<file path="config.mk">
export PLATFORM = sky130hd
export DESIGN_NAME = clock_step_gen
export DESIGN_NICKNAME = d
export VERILOG_FILES = /design/src/rtl/clock_step_gen.sv
export SDC_FILE = /design/constraint.sdc
export NUM_CORES = 1
export LEC_CHECK = 0
export CORE_ASPECT_RATIO = 0.75
export CORE_MARGIN = 1.5
export CORE_UTILIZATION = 55
export DETAILED_ROUTE_END_ITERATION = 16
export GPL_TIMING_DRIVEN = 0
export PLACE_DENSITY = 0.87
export SLEW_MARGIN = 15
export SYNTH_ARGS = -nofsm -noshare
export SYNTH_HDL_FRONTEND = slang
export SYNTH_SLANG_ARGS = --single-unit
</file>
<file path="constraint.sdc">
create_clock -name clk -period 5.5 [get_ports clk]
set_clock_uncertainty 0.05 [all_clocks]
set_input_delay 1.1 -clock clk [delete_from_list [all_inputs] [get_ports clk]]
set_output_delay 1.1 -clock clk [all_outputs]
set_load 0.02 [all_outputs]
</file>
<file path="src/rtl/clock_step_gen.sv">
// clock_step_gen: produces a one-cycle clk_en step pulse in one of three modes:
// free-run with a programmable divider, debounced manual single-step, or a
// burst of N divided steps. A halt level suppresses all steps. A wrapping
// count of issued steps is also kept.
module clock_step_gen #(
  parameter int DIV_W    = 8,
  parameter int CNT_W    = 16,
  parameter int DEBOUNCE = 16
) (
  input  logic             clk,
  input  logic             reset,
  input  logic             manual_clk,
  input  logic             clk_select,
  input  logic [DIV_W-1:0] div_value,
  input  logic [CNT_W-1:0] burst_len,
  input  logic             burst_start,
  input  logic             halt,
  output logic             clk_en,
  output logic [CNT_W-1:0] cycle_count,
  output logic             busy
);

  localparam int DB_W = (DEBOUNCE > 1) ? $clog2(DEBOUNCE) : 1;
  localparam logic [DB_W-1:0] DB_MAX = DB_W'(DEBOUNCE - 1);

  typedef enum logic [1:0] {S_MANUAL, S_RUN, S_BURST, S_HALT} state_t;

  // Synchroniser and debounce state
  logic            man_s1_q, man_s2_q, sel_s1_q, sel_s2_q;
  logic            acc_q, acc_prev_q;
  logic [DB_W-1:0] db_cnt_q;

  // Mode, divider and output state
  state_t           state_q, state_d;
  logic [DIV_W-1:0] div_q, div_d, div_lat_q, div_lat_d;
  logic [CNT_W-1:0] rem_q, rem_d;
  logic [CNT_W-1:0] cnt_q, cnt_d;
  logic             clk_en_q, clk_en_d;
  logic             busy_q, busy_d;

  logic step_req, tick, active;

  // A step request is the first cycle the debounced level is seen high.
  assign step_req = acc_q & ~acc_prev_q;
  assign tick     = (div_q == div_lat_q);

  // Two-flop synchronisers, then the debouncer: the accepted level follows the
  // synced button only after it has differed for DEBOUNCE consecutive cycles.
  always_ff @(posedge clk or negedge reset) begin
    if (!reset) begin
      man_s1_q   <= 1'b0;
      man_s2_q   <= 1'b0;
      sel_s1_q   <= 1'b0;
      sel_s2_q   <= 1'b0;
      acc_q      <= 1'b0;
      acc_prev_q <= 1'b0;
      db_cnt_q   <= '0;
    end else begin
      man_s1_q   <= manual_clk;
      man_s2_q   <= man_s1_q;
      sel_s1_q   <= clk_select;
      sel_s2_q   <= sel_s1_q;
      acc_prev_q <= acc_q;
      if (man_s2_q != acc_q) begin
        if (db_cnt_q == DB_MAX) begin
          acc_q    <= man_s2_q;
          db_cnt_q <= '0;
        end else begin
          db_cnt_q <= db_cnt_q + DB_W'(1);
        end
      end else begin
        db_cnt_q <= '0;
      end
    end
  end

  // Mode selection, pulse generation and divider control. Halt outranks a
  // mode change, which outranks burst_start / step requests.
  always_comb begin
    state_d  = state_q;
    rem_d    = rem_q;
    clk_en_d = 1'b0;
    active   = 1'b0;
    if (halt) begin
      state_d = S_HALT;
    end else begin
      case (state_q)
        S_MANUAL: begin
          if (!sel_s2_q) begin
            state_d = S_RUN;
          end else if (burst_start && (burst_len != '0)) begin
            state_d = S_BURST;
            rem_d   = burst_len;
          end else if (step_req) begin
            clk_en_d = 1'b1;
          end
        end
        S_RUN: begin
          if (sel_s2_q) begin
            state_d = S_MANUAL;
          end else begin
            active   = 1'b1;
            clk_en_d = tick;
          end
        end
        S_BURST: begin
          // Stay in BURST for the cycle after the last pulse so busy covers it.
          if (!sel_s2_q) begin
            state_d = S_RUN;
          end else if (rem_q == '0) begin
            state_d = S_MANUAL;
          end else begin
            active = 1'b1;
            if (tick) begin
              clk_en_d = 1'b1;
              rem_d    = rem_q - CNT_W'(1);
            end
          end
        end
        S_HALT:  state_d = sel_s2_q ? S_MANUAL : S_RUN;
        default: state_d = S_MANUAL;
      endcase
    end
    // Divider runs only while actively stepping; the period is resampled at
    // each wrap and tracks div_value while idle.
    div_d     = (active && !tick) ? div_q + DIV_W'(1) : '0;
    div_lat_d = (!active || tick) ? div_value : div_lat_q;
    busy_d    = (state_d == S_RUN) || (state_d == S_BURST);
    cnt_d     = cnt_q + CNT_W'(clk_en_d);
  end

  // State and output registers.
  always_ff @(posedge clk or negedge reset) begin
    if (!reset) begin
      state_q   <= S_MANUAL;
      div_q     <= '0;
      div_lat_q <= '0;
      rem_q     <= '0;
      cnt_q     <= '0;
      clk_en_q  <= 1'b0;
      busy_q    <= 1'b0;
    end else begin
      state_q   <= state_d;
      div_q     <= div_d;
      div_lat_q <= div_lat_d;
      rem_q     <= rem_d;
      cnt_q     <= cnt_d;
      clk_en_q  <= clk_en_d;
      busy_q    <= busy_d;
    end
  end

  assign clk_en      = clk_en_q;
  assign cycle_count = cnt_q;
  assign busy        = busy_q;

endmodule

</file>
==> results of run 1 <==
worst max-delay path, cell delays in order:
cell and delay (ns):
clkdlybuf4s50_1 0.44, nor4_1 0.39, nand4_1 0.25, nand2_1 0.14, a32oi_1 0.10, nor3_1 0.24
ha_1 0.24, ha_1 0.21, nand2_1 0.07, or2_2 0.34, nor2_1 0.15, nand2_1 0.09
xnor2_1 0.12
final timing paths:
| path | startpoint | endpoint | slack [ns] | depth (start not counted) |
|---|---|---|---|---|
| max | burst_len[12] | cycle_count[12] | 1.80 | 13 |
| min reg2reg | man_s1_q | man_s2_q | 0.30 | 0 |
| max reg2reg | state_q[0] | cycle_count[12] | 2.21 | 14 |
| max in group asynchronous | reset | div_lat_q[1] | 4.13 | 1 |
| min in group asynchronous | reset | div_q[4] | 0.77 | 1 |
| min | man_s1_q | man_s2_q | 0.30 | 0 |
sequential cells by signal, indices dropped and copies added, names as in the netlist, 2 cells and up:
signal / cells
db_cnt_q: 4
cycle_count: 16
div_q: 8
rem_q: 16
state_q: 2
div_lat_q: 8
layout make-up:
| class | count | area (µm²) | area share, % |
|---|---|---|---|
| multi-input cells | 236 | 1620 | 40.1 |
| flip-flops and latches | 62 | 1550 | 38.5 |
| repair buffers | 47 | 468 | 11.6 |
| clock buffers | 9 | 124 | 3.07 |
| well taps | 78 | 97.6 | 2.42 |
| clock inverters | 7 | 75.1 | 1.86 |
| plain buffers | 12 | 60.1 | 1.49 |
| inverters | 10 | 37.5 | 0.931 |
metrics by stage:
step	hold WS, ns	util, %	power (µW)	cells
after floorplan	0.281	-	792	320
after global placement	0.283	66.5	875	445
after detailed placement	0.286	66.4	889	445
after CTS	0.302	69.9	1290	461
after global routing	0.313	69.9	1360	461
final	0.299	69.9	1290	461
cell usage in the layout (no fill, tap or decap), drive strengths merged, types with 7 or more instances in the layout:
cell	instances
dfrtp	62
clkdlybuf4s50	46
nor2	25
nand2	23
xor2	18
nand3	17
clkbuf	17
nor3	15
a21oi	14
xnor2	13
and3	10
ha	10
inv	9
mux2	9
nor4	8
nand4	7
o21ai	7
metal layers:
metal  vias to the layer above  track usage [%]  part of all wire, %
li1                       1284                -                    -
met1                      1328             33.9                   44
met2                       115             37.0                   47
met3                        15             7.89                  7.3
met4                         0             10.1                  1.7
met5                         -                0                    0
synthesized netlist by cell type, drive strengths merged (4+ instances only):
| master | number | area (µm²) |
|---|---|---|
| mux2 | 9 | 109 |
| clkbuf | 8 | 30.0 |
| nor4 | 8 | 50.1 |
| inv | 9 | 33.8 |
| nand3 | 17 | 90.1 |
| xnor2 | 13 | 114 |
| xor2 | 18 | 158 |
| or3 | 5 | 31.3 |
| ha | 10 | 125 |
| buf | 4 | 30.0 |
| nand2 | 23 | 86.3 |
| nor2 | 25 | 101 |
| dfrtp | 62 | 1550 |
| nand4 | 7 | 43.8 |
| and3 | 10 | 62.6 |
| o22ai | 6 | 37.5 |
| nor3 | 15 | 91.3 |
| o21ai | 7 | 35.0 |
| a21oi | 14 | 70.1 |
logic make-up (layout without fill, tap and decap cells):
logic type               Yosys count  count (layout)  share of synthesized area, %
AND/OR/NAND/NOR                  128             128                          21.7
flip-flops                        62              62                          47.5
AO/OA/AOI/OAI                     57              57                          12.0
XOR/XNOR                          31              31                          8.31
buffers and inverters             22              85                          2.99
adder cells (fa/ha/maj)           10              10                          3.83
multiplexers                      10              10                          3.64
power breakdown:
| part | switching (µW) | internal (µW) |
|---|---|---|
| clock network | 189 | 209 |
| logic | 140 | 131 |
| registers | 92.0 | 527 |
==> key figures, run 1 <==
Clocking
  – Max clock buf depth: 2
  – Hold-fix buffer count after cts: 0
  – Root Driver: clkbuf_8
  – Inserted Clock Buffers: 9
  – Clk_lat worst skew: 0.35 ns
  – Num Clock Sinks: 62
  – H-tree Lvls: 3
  – Post-CTS setup buffer count: 0
  – Post_cts resized: 0
  – CTS tree: done
  – Clk pin slew, worst setup/hold paths: 0.07 ns

Placed design
  – GPL Wtd Cong: 0.917
  – Detail Placement HPWL: 5230 µm
  – Post-place setup slack: 1.44 ns
  – Cell Area, Placed: 0.00383 mm²
  – Port bufs: 47

Routing
  – Vias per inst: 5.95
  – Routed Antenna Nets: 0
  – Wire per inst: 15.8 µm
  – DRC Markers: 0
  – Via count: 2742
  – 1st-pass router iterations: 4
  – 1st-iter DRT viols: 303
  – Final wirelength: 7280 µm

Floorplanning
  – Die height: 69.7 µm
  – Core area: 0.00577 mm²
  – Initial Utilization: 56.6%
  – Io pins: 48
  – Die W: 92.0 µm
  – Row cnt: 24
  – Total Die Area: 0.00641 mm²

Logic synthesis
  – Sequential fraction of the synthesis area: 47.5%
  – Yosys warning count: 0
  – EDFF count, synth: 0
  – Post-Synthesis Cell Area: 0.00327 mm²
  – Asr flop ratio synth: 100%
  – Predominant post-synthesis flop cell: dfrtp_1
  – Post-Synthesis Cells: 320
  – Synth cell types: 53
  – Post-Syn Area per Cell: 10.2 µm²
  – Syn Nets: 360
  – Yosys reg bits: 62

Cells and area
  – Layout cells sized above 1: 10.7%
  – Final instance area: 0.00403 mm²
  – N_diodes: 0
  – Synth-to-Final Area Change: 23.4%
  – Fin nets: 418
  – Fill count: 432

GRT
  – Number of antenna violations at the first check in global routing: 0
  – First-pass GRT wire length: 12400 µm
  – Vias in the first global route: 2645
  – Largest net degree at the start of global routing: 63
  – Gr ovfl total: 0
  – Tot GR Track Use: 24.9%

Critical path
  – Worst-path fanout max: 4
  – Critical Path End Type: register
  – Worst EP arrival: 3.88 ns
  – CP Data Required Time: 5.68 ns
  – Crit path kind: input port to register
  – Startpoint types: input port

Power
  – Worst ir drop on vdd: 0.230 mV
  – Pleak: 0.00171 µW
  – Power Dens Cells: 320 mW/mm²

Job
  – Number of max-cap violations: 0

Hold path
  – HP Class: register to register

STA
  – Worst slew pin tran: 0.762 ns
  – # setup viols final: 0
  – Fin crit share: 67.3%
  – Final worst slack: 1.80 ns
  – Relative slew slack: 49.2%
  – Slew Limit Fails: 0
  – Tmin final: 3.70 ns
  – Fin. Hold Viols: 0
  – F_max: 270 MHz
  – RSZ-0062 raised after global routing: false
  – Setup total negative slack: 0 ns

Status
  – Outcome: finished, final reports clean
Power figures use the tool's default switching activity.
==> run 2, diff against run 1 <==
CORE_UTILIZATION = 54   (was 55)
PLACE_DENSITY = 0.85   (was 0.87)
clock period = 3.57 ns   (was 5.5 ns; I/O delays follow)
==> run 2 against run 1 <==
Sequential cell count unchanged. Critical path depth unchanged. Count of clock-buffer cells in the layout up 3. Final cell count down 0.22%. Global-route usage down 0.13 points. Sequential share of layout area down 0.083 points. Combinational power up 55%. Final area up 0.22%. Die area up 1.8%. Critical path type is now register to register. Highest routed layer unchanged.
==> key figures, run 2 (same netlist as run 1, synthesis figures left out) <==
Critical path
  – Crit path kind: register to register
  – CP Data Required Time: 3.75 ns (-1.93 ns)
  – Startpoint types: register
  – Worst EP arrival: 3.47 ns (-0.41 ns)
  – Worst-path fanout max: 10 (+6)
  – Critical Path End Type: register

STA
  – Slew Limit Fails: 0 (unchanged)
  – RSZ-0062 raised after global routing: false
  – Fin. Hold Viols: 0 (unchanged)
  – # setup viols final: 0 (unchanged)
  – Final worst slack: 0.276 ns (-1.52 ns)
  – Fin Hold WS: 0.307 ns (+0.00868 ns)
  – Worst slew pin tran: 0.755 ns (-0.00651 ns)
  – Tmin final: 3.29 ns
  – Relative slew slack: 49.6% (+0.43 points)
  – F_max: 304 MHz
  – Fin crit share: 92.3%

Power
  – Switch share: 30.9% (-1.8 points)
  – P_sw: 621 µW (+47%)
  – Pleak: 0.00172 µW (+0.76%)
  – Clock power frac: 31.6% (+0.7 points)
  – Total power: 2010 µW (+56%)
  – Logic gate share of total power: 21.0% (about the same)
  – Worst ir drop on vdd: 0.301 mV (+31%)
  – Power Dens Cells: 497 mW/mm² (+56%)
  – Int Pwr: 1390 µW (+60%)
  – Sequential fraction of design power: 47.4% (-0.6 points)

Cells and area
  – Fin nets: 418 (unchanged)
  – Finished Layout Cells: 460 (-0.22%)
  – Final instance area: 0.00404 mm² (+0.22%)
  – Synth-to-Final Area Change: 23.7%
  – N_diodes: 0 (unchanged)
  – Most common cell after layout, fill and taps aside: dfrtp_1
  – Layout cells sized above 1: 10.5% (-0.23 points)
  – Most frequent cells in the layout: dfrtp_1, clkdlybuf4s50_1, nor2_1, nand2_1, xor2_1

Routing
  – Routed wl met2: 3550 µm (+3.7%)
  – Wire per inst: 15.9 µm (+0.67%)
  – Routed Antenna Nets: 0 (unchanged)
  – Highest Signal Layer: met4
  – Met3 routed WL: 497 µm (-6.8%)
  – Vias per inst: 5.94 (-0.11%)
  – Final wirelength: 7320 µm (+0.45%)
  – DRC Markers: 0 (unchanged)
  – Via count: 2733 (-0.33%)
  – Wl on met1: 3120 µm (-2.4%)
  – 1st-pass router iterations: 6 (+2)
  – 1st-iter DRT viols: 408 (+35%)

Placed design
  – GPL Wtd Cong: 0.908 (-0.99%)
  – Cell Area, Placed: 0.00383 mm² (unchanged)
  – DP Cell Count: 445 (unchanged)
  – Post-place setup slack: -0.0575 ns (-1.49 ns)
  – Detail Placement HPWL: 5190 µm (-0.77%)
  – Port bufs: 47 (unchanged)

Clocking
  – Post-CTS setup buffer count: 0 (unchanged)
  – CTS tree: done
  – Hold-fix buffer count after cts: 0 (unchanged)
  – Num Clock Sinks: 62 (unchanged)
  – Max clock buf depth: 2 (unchanged)
  – Inserted Clock Buffers: 9 (unchanged)
  – Post_cts resized: 0 (unchanged)
  – Clk_lat worst skew: 0.34 ns (about the same)
  – H-tree Lvls: 3 (unchanged)
  – Root Driver: clkbuf_8
  – Clk pin slew, worst setup/hold paths: 0.07 ns (about the same)

Floorplanning
  – Die height: 70.3 µm (+0.88%)
  – Io pins: 48 (unchanged)
  – Die W: 92.8 µm (+0.89%)
  – Row cnt: 24 (unchanged)
  – Core area: 0.00583 mm² (+1.0%)
  – Initial Utilization: 56.1% (-0.58 points)
  – Total Die Area: 0.00653 mm² (+1.8%)

Status
  – Outcome: finished, final reports clean

GRT
  – Vias in the first global route: 2676 (+1.2%)
  – First-pass GRT wire length: 12400 µm (+0.33%)
  – Number of antenna violations at the first check in global routing: 0 (unchanged)
  – Largest net degree at the start of global routing: 63 (unchanged)
  – Tot GR Track Use: 24.7% (-0.13 points)
  – Gr ovfl total: 0 (unchanged)

Hold path
  – HP Class: register to register

Job
  – Number of max-cap violations: 0 (unchanged)
run 2: final cells by class:
type / instances / area [µm²]
plain buffers: 12 / 60.1
clock buffers: 12 / 165
clock inverters: 3 / 42.5
fillers: 443 / 1790
inverters: 10 / 37.5
multi-input cells: 236 / 1620
flip-flops and latches: 62 / 1550
well taps: 78 / 97.6
repair buffers: 47 / 468
run 2: stage by stage:
step                setup TNS (ns)  util, %
floorplan                        0        -
global placement            -14.83     65.8
detailed placement          -0.100     65.8
CTS                              0     69.3
global route                     0     69.3
finish                           0     69.3
run 2: critical path: stages, from the launching register on:
cell and delay [ns]:
dfrtp_1 0.43, xor2_1 0.18, nor4_1 0.47, and2_1 0.23, buf_2 0.23, a32oi_1 0.09, nor3_1 0.25, ha_1 0.23
ha_1 0.22, nand2_1 0.08, or2_2 0.35, nor2_1 0.16, nand2_1 0.08, xnor2_1 0.13
run 2: path summary, 6_finish.rpt:
path,start,endpoint,slack [ns],cells past startpoint
worst max-delay path,div_q[2],cycle_count[12],0.28,13
worst min-delay path,sel_s1_q,sel_s2_q,0.31,0
worst max register to register,div_q[2],cycle_count[12],0.28,13
worst min register to register,sel_s1_q,sel_s2_q,0.31,0
max in group asynchronous,reset,cycle_count[10],2.58,1
min in group asynchronous,reset,div_lat_q[6],0.39,1
run 2: per-layer routing:
metal | vias to the layer above | GRT usage, %
met5 | - | 0
met4 | 0 | 9.09
met3 | 20 | 7.52
met2 | 118 | 37.7
met1 | 1323 | 33.3
li1 | 1272 | -
run 2: power by group through the flow:
stage	Clock, µW	Combinational [µW]	Sequential, µW
after floorplan	0	290	930
after global placement	0	400	951
after detailed placement	0	415	957
after CTS	652	415	945
after global routing	684	469	966
final	636	421	952
